**src/rtl/cpc_fifo_host_ctrl.sv**
```systemverilog
// rtl/cpc_fifo_host_ctrl.sv - CPC Z80 bus to 40105 FIFO pair host-side controller
//
// Decodes a two-register I/O block at BASE_ADDR (A0=0 data, A0=1 status/control) and
// turns CPC I/O cycles into FIFO shift-in / shift-out / output-enable / master-reset strobes.
//
// Ports:
//   CLK, RESET           single clock, synchronous active-high reset
//   A, D_IN              CPC address bus and data bus input side
//   D_OUT, D_OE          data returned to the CPC (status byte or 8'hFF on empty read)
//   IOREQ_B, RD_B, WR_B  Z80 bus strobes, active low
//   M1_B                 Z80 M1, active low (IOREQ with M1 low is an interrupt ack, ignored)
//   fifo_host_dir        host->Pi FIFO has space
//   fifo_host_dor        Pi->host FIFO has data
//   host_fifo_si         shift-in strobe, active high
//   host_fifo_sob        shift-out strobe, active low
//   host_fifo_oeb        Pi->host FIFO output enable, active low
//   host_fifo_reset      FIFO master reset, active high
module cpc_fifo_host_ctrl #(
  parameter logic [15:0] BASE_ADDR  = 16'hFD80,
  parameter int          SI_CYCLES  = 1,
  parameter int          SO_CYCLES  = 1,
  parameter int          RST_CYCLES = 4
) (
  input  logic        CLK,
  input  logic        RESET,
  input  logic [15:0] A,
  input  logic [7:0]  D_IN,
  output logic [7:0]  D_OUT,
  output logic        D_OE,
  input  logic        IOREQ_B,
  input  logic        RD_B,
  input  logic        WR_B,
  input  logic        M1_B,
  input  logic        fifo_host_dir,
  input  logic        fifo_host_dor,
  output logic        host_fifo_si,
  output logic        host_fifo_sob,
  output logic        host_fifo_oeb,
  output logic        host_fifo_reset
);

  localparam logic [3:0] SI_LAST  = 4'(SI_CYCLES - 1);
  localparam logic [3:0] SO_LAST  = 4'(SO_CYCLES - 1);
  localparam logic [3:0] RST_LAST = 4'(RST_CYCLES - 1);

  typedef enum logic [2:0] {
    IDLE, PUSH, POP_OE, POP_SO, STAT, SRST, WAIT_END
  } state_t;

  state_t      state, state_nxt;
  logic [15:0] a_r;
  logic        d0_r;
  logic        ioreq_r, rd_r, wr_r, m1_r;
  logic        act_prev;
  logic [3:0]  cnt, cnt_nxt;
  logic        ovf, udf, ovf_nxt, udf_nxt;
  logic        ovf_set, udf_set, flag_clr;
  logic        empty_rd, empty_rd_nxt;
  logic        rst_d;
  logic        sel, act, start;
  logic        stat_drv, empty_drv;

  // Only D_IN[0] (software reset request) is ever looked at.
  assign sel   = !ioreq_r && m1_r && (a_r[15:1] == BASE_ADDR[15:1]);
  assign act   = sel && (!rd_r || !wr_r);
  assign start = act && !act_prev;

  always_ff @(posedge CLK) begin
    if (RESET) begin
      state    <= IDLE;
      a_r      <= 16'h0000;
      d0_r     <= 1'b0;
      ioreq_r  <= 1'b1;
      rd_r     <= 1'b1;
      wr_r     <= 1'b1;
      m1_r     <= 1'b1;
      act_prev <= 1'b0;
      cnt      <= 4'd0;
      ovf      <= 1'b0;
      udf      <= 1'b0;
      empty_rd <= 1'b0;
      rst_d    <= 1'b1;
    end else begin
      state    <= state_nxt;
      a_r      <= A;
      d0_r     <= D_IN[0];
      ioreq_r  <= IOREQ_B;
      rd_r     <= RD_B;
      wr_r     <= WR_B;
      m1_r     <= M1_B;
      act_prev <= act;
      cnt      <= cnt_nxt;
      ovf      <= ovf_nxt;
      udf      <= udf_nxt;
      empty_rd <= empty_rd_nxt;
      rst_d    <= 1'b0;
    end
  end

  always_comb begin
    state_nxt    = state;
    cnt_nxt      = cnt;
    ovf_set      = 1'b0;
    udf_set      = 1'b0;
    flag_clr     = 1'b0;
    empty_rd_nxt = empty_rd;
    case (state)
      IDLE: begin
        empty_rd_nxt = 1'b0;
        if (start) begin
          if (!a_r[0]) begin
            if (!wr_r) begin
              if (fifo_host_dir) begin
                state_nxt = PUSH;
                cnt_nxt   = 4'd0;
              end else begin
                state_nxt = WAIT_END;
                ovf_set   = 1'b1;
              end
            end else if (fifo_host_dor) begin
              state_nxt = POP_OE;
            end else begin
              // Empty read: the 8'hFF is driven from WAIT_END while RD stays low.
              state_nxt    = WAIT_END;
              udf_set      = 1'b1;
              empty_rd_nxt = 1'b1;
            end
          end else if (!wr_r) begin
            if (d0_r) begin
              state_nxt = SRST;
              cnt_nxt   = 4'd0;
              flag_clr  = 1'b1;
            end else begin
              state_nxt = WAIT_END;
            end
          end else begin
            state_nxt = STAT;
          end
        end
      end
      PUSH: begin
        if (cnt == SI_LAST) state_nxt = WAIT_END;
        else                cnt_nxt   = cnt + 4'd1;
      end
      POP_OE: begin
        // Keep the FIFO output on the bus for the whole read strobe; shift out afterwards.
        if (rd_r) begin
          state_nxt = POP_SO;
          cnt_nxt   = 4'd0;
        end
      end
      POP_SO: begin
        if (cnt == SO_LAST) state_nxt = WAIT_END;
        else                cnt_nxt   = cnt + 4'd1;
      end
      STAT: begin
        if (rd_r) begin
          flag_clr  = 1'b1;
          state_nxt = WAIT_END;
        end
      end
      SRST: begin
        if (cnt == RST_LAST) state_nxt = WAIT_END;
        else                 cnt_nxt   = cnt + 4'd1;
      end
      WAIT_END: begin
        if (ioreq_r) state_nxt = IDLE;
      end
      default: state_nxt = IDLE;
    endcase
    // Set has priority over clear.
    ovf_nxt = ovf_set || (ovf && !flag_clr);
    udf_nxt = udf_set || (udf && !flag_clr);
  end

  assign stat_drv  = (state == STAT) && !rd_r;
  assign empty_drv = (state == WAIT_END) && empty_rd && !rd_r;

  assign host_fifo_si    = (state == PUSH);
  assign host_fifo_sob   = (state != POP_SO);
  assign host_fifo_oeb   = (state != POP_OE);
  assign host_fifo_reset = RESET || rst_d || (state == SRST);

  assign D_OE  = stat_drv || empty_drv;
  assign D_OUT = stat_drv  ? {4'b0000, udf, ovf, fifo_host_dir, fifo_host_dor} :
                 empty_drv ? 8'hFF : 8'h00;

endmodule

```
**config.mk**
```make
export PLATFORM = sky130hd
export DESIGN_NAME = cpc_fifo_host_ctrl
export DESIGN_NICKNAME = d
export VERILOG_FILES = /design/src/rtl/cpc_fifo_host_ctrl.sv
export SDC_FILE = /design/constraint.sdc
export NUM_CORES = 1
export LEC_CHECK = 0
export ABC_AREA = 1
export BUFFER_PORTS_ARGS = -buffer_cell sky130_fd_sc_hd__buf_2
export CORE_UTILIZATION = 54
export CTS_CLUSTER_SIZE = 20
export DETAILED_ROUTE_END_ITERATION = 6
export PLACE_DENSITY = 0.83
export SETUP_SLACK_MARGIN = 0.5
export SLEW_MARGIN = 25
export SYNTH_ARGS = -nofsm -noshare
export SYNTH_HDL_FRONTEND = slang
export SYNTH_SLANG_ARGS = --single-unit
```
**constraint.sdc**
```tcl
create_clock -name CLK -period 1.9 [get_ports CLK]
set_input_delay 0 -clock CLK [delete_from_list [all_inputs] [get_ports CLK]]
set_output_delay 0 -clock CLK [all_outputs]
set_load 0.05 [all_outputs]
```
Word-level counts from Yosys, hierarchy flattened. Cells that the tools add are included.

Register bits after elaboration: 33.

Equality and inequality tests: 21. Multiplexer cells: 42. Add/subtract/negate cells: 1. Reduce and logical (&&, ||, !) cells: 26.

Operator list (number): 4-bit two-way mux (9); 3-bit two-way mux (11); 3-bit case mux with 6 select lines (1); 1-bit two-way mux (16); 8-bit two-way mux (2); 2-bit != test, second input constant (8); 4-bit case mux with 4 select lines (1); 15-bit == test, second input constant (1); 3-bit == test, second input constant (3); 1-bit logical AND (9); 8-bit AND reduction (1); 3-bit by 2-bit == test with 1-bit output, second input constant (2); 1-bit logical OR (6); 3-bit by 2-bit != test with 1-bit output, second input constant (2); 3-bit != test, second input constant (2); 6-bit AND reduction (1); 1-bit logical NOT (5); 4-bit by 1-bit adder with 4-bit output, second input constant (1); 4-bit by 2-bit == test with 1-bit output, second input constant (1); 4-bit logical NOT (1); 4-bit nonzero test (1); 3-bit by 1-bit == test with 1-bit output, second input constant (1); 3-bit logical NOT (1); 2-bit two-way mux (1); 3 further kinds (3).

Depth between registers and ports, before layout. Gate-level depths: netlist (run 1).

Word-level depth: 10. Gate-level depth with buffers: 11. Gate-level depth less buffers: 11.

Least setup slack after synthesis (run 1). Ideal clock, no wire load.

Path type: register -> output. Start point: register state[0]. End point: output port D_OUT[0]. Arrival: 1.760 ns. Data required time: 1.900 ns. Path slack: 0.140 ns. Cell stages (with the launch flop): 4. Path through: dfxtp_1 -> nor2_1 -> nand3_1 -> o21ai_0.

Cells in the longest elaborated chain, start to end: 5. Elaborated cells between the ends (all ways): 7.

RTL lines: start, declared (RTL line 50) `state_t state, state_nxt;`; start signal, assigned (RTL line 84) `state <= state_nxt;`; 3-bit == test (RTL line 177) `assign empty_drv = (state == WAIT_END) && empty_rd && !rd_r;`; 1-bit logical AND (2 in series) (RTL line 177); 8-bit two-way mux (RTL line 186) `empty_drv ? 8'hFF : 8'h00;`; 8-bit two-way mux * (RTL line 185) `assign D_OUT = stat_drv ? {4'b0000, udf, ovf, fifo_host_dir, fifo_host_dor} :`; end, declared (RTL line 28) `output logic [7:0] D_OUT,`.

Every way passes the cells marked *; elsewhere a longest branch is shown, timed or not.

Final worst setup path (run 1).
Start point: register state[0]. End point: register ovf.

Cells in the longest elaborated chain, start to end: 5. Elaborated cells between the ends (all ways): 7.

RTL lines: 3-bit == test or 3-bit logical NOT (tied branches) (RTL line 107) `case (state)`; 1-bit case mux with 2 select lines (RTL line 107); 1-bit logical NOT (RTL line 172) `ovf_nxt = ovf_set || (ovf && !flag_clr);`; 1-bit logical AND (RTL line 172); 1-bit logical OR * (RTL line 172); end signal, assigned (RTL line 93) `ovf <= ovf_nxt;`; end, declared (RTL line 56) `logic ovf, udf, ovf_nxt, udf_nxt;`.

Marks and branches as above. A chain may end at the register's enable or synchronous reset.

==> results of run 1 <==
-- final timing paths --
path | slack, ns | end | cells past startpoint
worst min-delay path | 0.04 | rst_d | 1
worst max-delay path | 0.40 | ovf | 8
worst max register to register | 0.40 | ovf | 8
worst min register to register | 0.51 | udf | 2
-- power groups by stage --
stage / clock [W] / sequential [W] / combinational (W)
final: 0.000550 / 0.000910 / 0.00119
after global routing: 0.000599 / 0.000918 / 0.00131
after CTS: 0.000560 / 0.000879 / 0.000959
after detailed placement: 0 / 0.000889 / 0.000839
after global placement: 0 / 0.000886 / 0.000828
after floorplan: 0 / 0.000854 / 0.000723
-- kinds of logic after synthesis --
logic type / synth area share [%]
AO/OA/AOI/OAI: 5.510
XOR/XNOR: 0.5758
adder cells (fa/ha/maj): 1.644
buffers and inverters: 14.72
flip-flops: 43.42
AND/OR/NAND/NOR: 34.13
-- layout make-up --
type / instances / area (µm²) / share of cell area (%)
Sequential cell: 33 / 675.6 / 29.93
Inverter: 47 / 182.7 / 8.093
Tap cell: 30 / 37.54 / 1.663
Timing Repair Buffer: 66 / 539.3 / 23.89
Multi-Input combinational cell: 135 / 733.2 / 32.48
Clock buffer: 6 / 51.30 / 2.273
Clock inverter: 2 / 37.54 / 1.663
-- timing repair --
action / CTS / global route
gates resized for setup: 28 / 38
pin swaps: 1 / 6
hold endpoints to repair: 21 / 0
endpoints found under the setup margin: 16 / 22
hold buffers: 21 / 0
buffers inserted: 5 / 3
-- metrics by stage --
| step | power [W] | setup slack [ns] |
|---|---|---|
| after floorplan | 0.001577 | 0.1404 |
| after global placement | 0.001714 | 0.4589 |
| after detailed placement | 0.001728 | 0.4161 |
| after CTS | 0.002398 | 0.4794 |
| after global routing | 0.002825 | 0.3150 |
| final | 0.002649 | 0.3995 |
-- layer usage --
metal,share of wire (%),wire (µm),GRT usage [%],vias to the layer above
met5,0,0,0,-
met4,2.5,110,10.00,0
met3,6.5,280,8.197,16
met1,35,1524,28.36,713
met2,56,2416,54.02,88
li1,-,-,-,798
-- Yosys cell counts, types with 2 or more instances --
cell type / number
inv_2: 3
or2_2: 5
nand2_2: 3
dfxtp_1: 33
clkbuf_1: 3
inv_1: 43
nand2_1: 40
buf_4: 3
nand3_1: 13
nor2_1: 46
nand4_1: 3
a21oi_1: 6
ha_1: 2
o21ai_0: 5
-- worst reg2reg max path, stage by stage, from the launching register on --
cell     delay (ns)
dfxtp_4        0.39
inv_2          0.12
nand2_2        0.09
nor2_4         0.14
inv_2          0.09
nor4_1         0.23
nand2_1        0.14
nand3_1        0.11
a21oi_1        0.07
==> metrics.yaml, run 1 <==
cells_and_area:
  drive_gt1_share_pct: 33.22
  antennaDiodeCount: 0
  synthToLayoutAreaGrowth_pct: 48.35
  largest-register: "a_r"
  stdcell_count: 319
  mostFrequentLayoutCells: "40 x inv_1, 40 x nor2_1, 37 x nand2_1, 27 x dfxtp_1, 26 x buf_2"
  final_core_util_pct: 87.91
  fillers: 133
  top_regs: "a_r (16), cnt (4), state (3)"
  final_area_um2: 2257
  largest_register_ffs: 16
  final_nets: 322
route:
  drcViolationCount: 0
  drt_first_pass_iters: 4
  ant_nets: 0
  drt_iter0_markers: 62
  drt_wl_total_mm: 4.331
  wl_per_cell_um: 13.58
  vias_per_cell: 5.063
  via_count: 1615
synthesis:
  yosysTopAreaCell: "dfxtp_1"
  synth.distinct_cells: 28
  yosysSeqAreaShare_pct: 43.42
  synthTopCellsByArea: "dfxtp_1 43%, nor2_1 11%, inv_1 11%, nand2_1 9.9%, nand3_1 4.3%"
  syn_avg_cell_area_um2: 6.853
  synth_nets: 256
  yosysWarnings: 0
  synth-seq-cells: 33
  synth_edf_count: 0
  synthFlopType: "dfxtp_1"
  synthCells: 222
  synth-async-reset-ratio_pct: 0
  synth_top_area_share_pct: 43.42
  syn_area_um2: 1521
job:
  drv_cap: 0
placed_design:
  placed_area_um2: 1703
  port-buffer-count: 37
  finalWeightedCongestion: 0.9048
  post-place-cells: 282
  hpwl_mm: 2.025
clock_tree:
  clkTransAtPathRegs_ns: 0.11
  cts_max_level: 2
  cts_tree: "built"
  numCtsBuffers: 5
  cts_root_buf: "clkbuf_4"
  clock_sinks: 33
  clkLatencyLatePin_ns: 0.33
  cts_buffer_depth: 2
sta:
  slew_headroom_pct: 69.84
  hold_viol: 0
  max_freq_ghz: 0.6664
  worst_slew_pin_slew_ns: 0.4524
  maxSlewViolCount: 0
  min_period_ns: 1.501
  period_share_pct: 78.97
  setup_tns_ns: 0
  rsz0062_at_grt: "yes"
  hold_slack_ns: 0.03980
  fin_skew_ns: 0.01019
  setup_viol: 0
floorplan:
  ios: 45
  fp.dieW_um: 55.08
  start_util_pct: 59.26
  dieHeight_um: 55.08
  die_area_um2: 3034
  std_cell_rows: 18
  core_region_area_um2: 2567
pwr:
  p_sw_w: 0.001091
  intPower_w: 0.001558
  power_density_nw_per_um2: 1174
  peakVddDrop_mv: 1.288
  power_frac_comb_pct: 44.9
  pwr-share-clk_pct: 20.8
  p_sw_share_pct: 41.18
  power_frac_seq_pct: 34.3
  leakagePower_nw: 1.123
critical_path:
  path_buf_inv: 2
  required_ns: 2.11
  critPathSlowestCell: "dfxtp_4"
  crit_type: "reg2reg"
  path_max_fanout: 5
  cpPeakStageDelay_ns: 0.39
  crit_top_cell: "inv_2"
  cp_top_family: "simple AND/OR/NAND/NOR gates"
  path_cells: "inv_2 -> nand2_2 -> nor2_4 -> inv_2 -> nor4_1 -> nand2_1 -> nand3_1 -> a21oi_1"
  worstPathArrival_ns: 1.71
  startpoint_type: "flip-flop"
  reg2reg_from: "state[0]"
  startpoint: "state[0]"
  cp-end-kind: "flip-flop"
min_path:
  hold_class: "in2reg"
  hold_start: "RESET"
global_routing:
  grt-ovfl-total: 0
  grt_pass1_wl_mm: 5.802
  grt_pass1_vias: 1415
  grt_max_degree: 30
  globalRouteTotalUtil_pct: 28.15
  antenna_found_initial: 0
status:
  status: "finished, final reports clean"
Note: power is estimated with default switching activity, not from simulation.
==> run 2: changes to the inputs <==
Settings changed: CORE_UTILIZATION 54 to 45, PLACE_DENSITY 0.83 to 0.74.
Clock period 1.9 ns to 1.2 ns, I/O delays scaled along.
==> run 2 against run 1 <==
Effect of this change: the run now ends with negative hold slack, negative setup slack left; register-to-register slack got worse by 0.63 ns; clock power increased by 15%; largest power group unchanged; first-iteration DRC count increased by 26%; final cell count increased by 12%.
==> metrics.yaml, run 2 (synthesis results as in run 1) <==
status:
  status: "finished, violations left"
  violations: "negative hold slack, negative setup slack"
cells_and_area:
  top_regs: "a_r (16), cnt (4), state (3)"
  final_core_util_pct: 82.80  # -5.1 points
  final_area_um2: 2590  # +15%
  antennaDiodeCount: 0  # unchanged
  fillers: 184  # +38%
  largest-register: "a_r"
  largest_register_ffs: 16  # unchanged
  final_nets: 348  # +8.1%
  stdcell_count: 358  # +12%
  synthToLayoutAreaGrowth_pct: 70.23
  drive_gt1_share_pct: 43.63  # +10 points
  mostFrequentLayoutCells: "39 x inv_1, 36 x nor2_1, 36 x nand2_1, 26 x dfxtp_1, 25 x buf_4"
  final_common_cell: "inv_1"
placed_design:
  placed_area_um2: 1969  # +16%
  hpwl_mm: 2.361  # +17%
  port-buffer-count: 37  # unchanged
  finalWeightedCongestion: 0.8822  # -2.5%
  post-place-cells: 320  # +13%
route:
  wl_per_cell_um: 11.77  # -13%
  drt_iter0_markers: 78  # +26%
  vias_per_cell: 4.654  # -8.1%
  drt_first_pass_iters: 4  # unchanged
  drcViolationCount: 0  # unchanged
  drt_wl_total_mm: 4.215  # -2.7%
  via_count: 1666  # +3.2%
  ant_nets: 0  # unchanged
clock_tree:
  clkLatencyLatePin_ns: 0.33  # about the same
  cts_buffer_depth: 2  # unchanged
  cts_max_level: 2  # unchanged
  postCtsHoldBufs: 22  # +4.8%
  clock_sinks: 33  # unchanged
  numCtsBuffers: 5  # unchanged
  clkTransAtPathRegs_ns: 0.09  # -0.02 ns
  cts_tree: "built"
  cts_root_buf: "clkbuf_4"
sta:
  max_freq_ghz: 0.6772
  hold_viol: 4  # +4
  maxSlewViolCount: 0  # unchanged
  hold_slack_ns: -0.04179  # -0.08159 ns
  worst_slack_ns: -0.2767  # -0.6762 ns
  worst_slew_pin_slew_ns: 0.2748  # -0.1776 ns
  min_period_ns: 1.477
  setup_viol: 23  # +23
  fin_skew_ns: 0.008067  # -0.002118 ns
  slew_headroom_pct: 81.61  # +12 points
  period_share_pct: 123.1
  setup_tns_ns: -4.451  # -4.451 ns
  rsz0062_at_grt: "yes"
floorplan:
  ios: 45  # unchanged
  std_cell_rows: 20  # +2
  dieHeight_um: 60.15  # +9.2%
  die_area_um2: 3617  # +19%
  fp.dieW_um: 60.15  # +9.2%
  core_region_area_um2: 3128  # +22%
  start_util_pct: 48.64  # -11 points
pwr:
  leakagePower_nw: 1.269  # +13%
  peakVddDrop_mv: 1.140  # -11%
  power_density_nw_per_um2: 1730  # +47%
  p_total_w: 0.004480  # +69%
critical_path:
  cp-end-kind: "output pin"
  crit_type: "reg2out"
  critPathSlowestCell: "dfxtp_4"
  worstPathArrival_ns: 1.48  # -0.23 ns
  startpoint_type: "flip-flop"
  cpPeakStageDelay_ns: 0.40  # about the same
  required_ns: 1.20  # -0.91 ns
  path_cells: "buf_6 -> nand2_4 -> nor2_4 -> nand3_4 -> clkinvlp_4 -> buf_8"
  path_max_fanout: 6  # +1
global_routing:
  grt_max_degree: 13  # -57%
  grt_pass1_vias: 1601  # +13%
  grt-ovfl-total: 0  # unchanged
  grt_pass1_wl_mm: 6.727  # +16%
  globalRouteTotalUtil_pct: 25.59  # -2.6 points
  antenna_found_initial: 0  # unchanged
job:
  drv_cap: 0  # unchanged
min_path:
  hold_class: "in2reg"
[run 2: per-layer routing]
metal	vias to the layer above	GRT usage, %	share of wire (%)
li1	847	-	-
met1	736	28.53	39
met5	-	0	0
met2	69	45.53	53
met3	14	5.628	5.5
met4	0	11.96	2.6
[run 2: worst paths after layout]
| check | from | endpoint | slack [ns] | cells past startpoint |
|---|---|---|---|---|
| setup / recovery | state[1] | D_OUT[4] | -0.28 | 6 |
| hold / removal | RESET | state[0] | -0.04 | 2 |
| setup reg to reg | a_r[5] | cnt[1] | -0.23 | 11 |
| hold reg to reg | udf | udf | 0.48 | 2 |
[run 2: final cells by class]
cell class	instances	area [µm²]	area share [%]
tap	44	55.05	2.126
sequential	33	676.9	26.14
timing repair buffer	92	785.8	30.34
clock buffer	6	51.30	1.981
multi-input combinational	135	825.8	31.88
inverter	47	187.7	7.246
clock inverter	1	7.507	0.2899
[run 2: where the power goes]
group          switching [W]  internal (W)
logic                0.00134       0.00109
registers           0.000150       0.00127
clock network       0.000358      0.000274
[run 2: timing repair]
item / CTS / global route
gates resized for setup: 67 / 16
setup buffers: 6 / 3
setup endpoints to repair: 24 / 27
pin swaps: 16 / 7
hold endpoints to repair: 22 / 4
[run 2: stage by stage]
step                      hold WS, ns  setup slack, ns
final                        -0.04179          -0.2767
after global routing         -0.02757          -0.3562
after CTS                   -0.002699          -0.2708
after detailed placement       0.1848          -0.1404
after global placement         0.1876          -0.1182
after floorplan               0.02772         -0.05122
[run 2: critical path: cells and delay by family, from the launching register on]
kind                   cells  cell delay, ns
buffers and inverters      3            0.45
DFF                        1            0.40
and+or+nand+nor            3            0.29
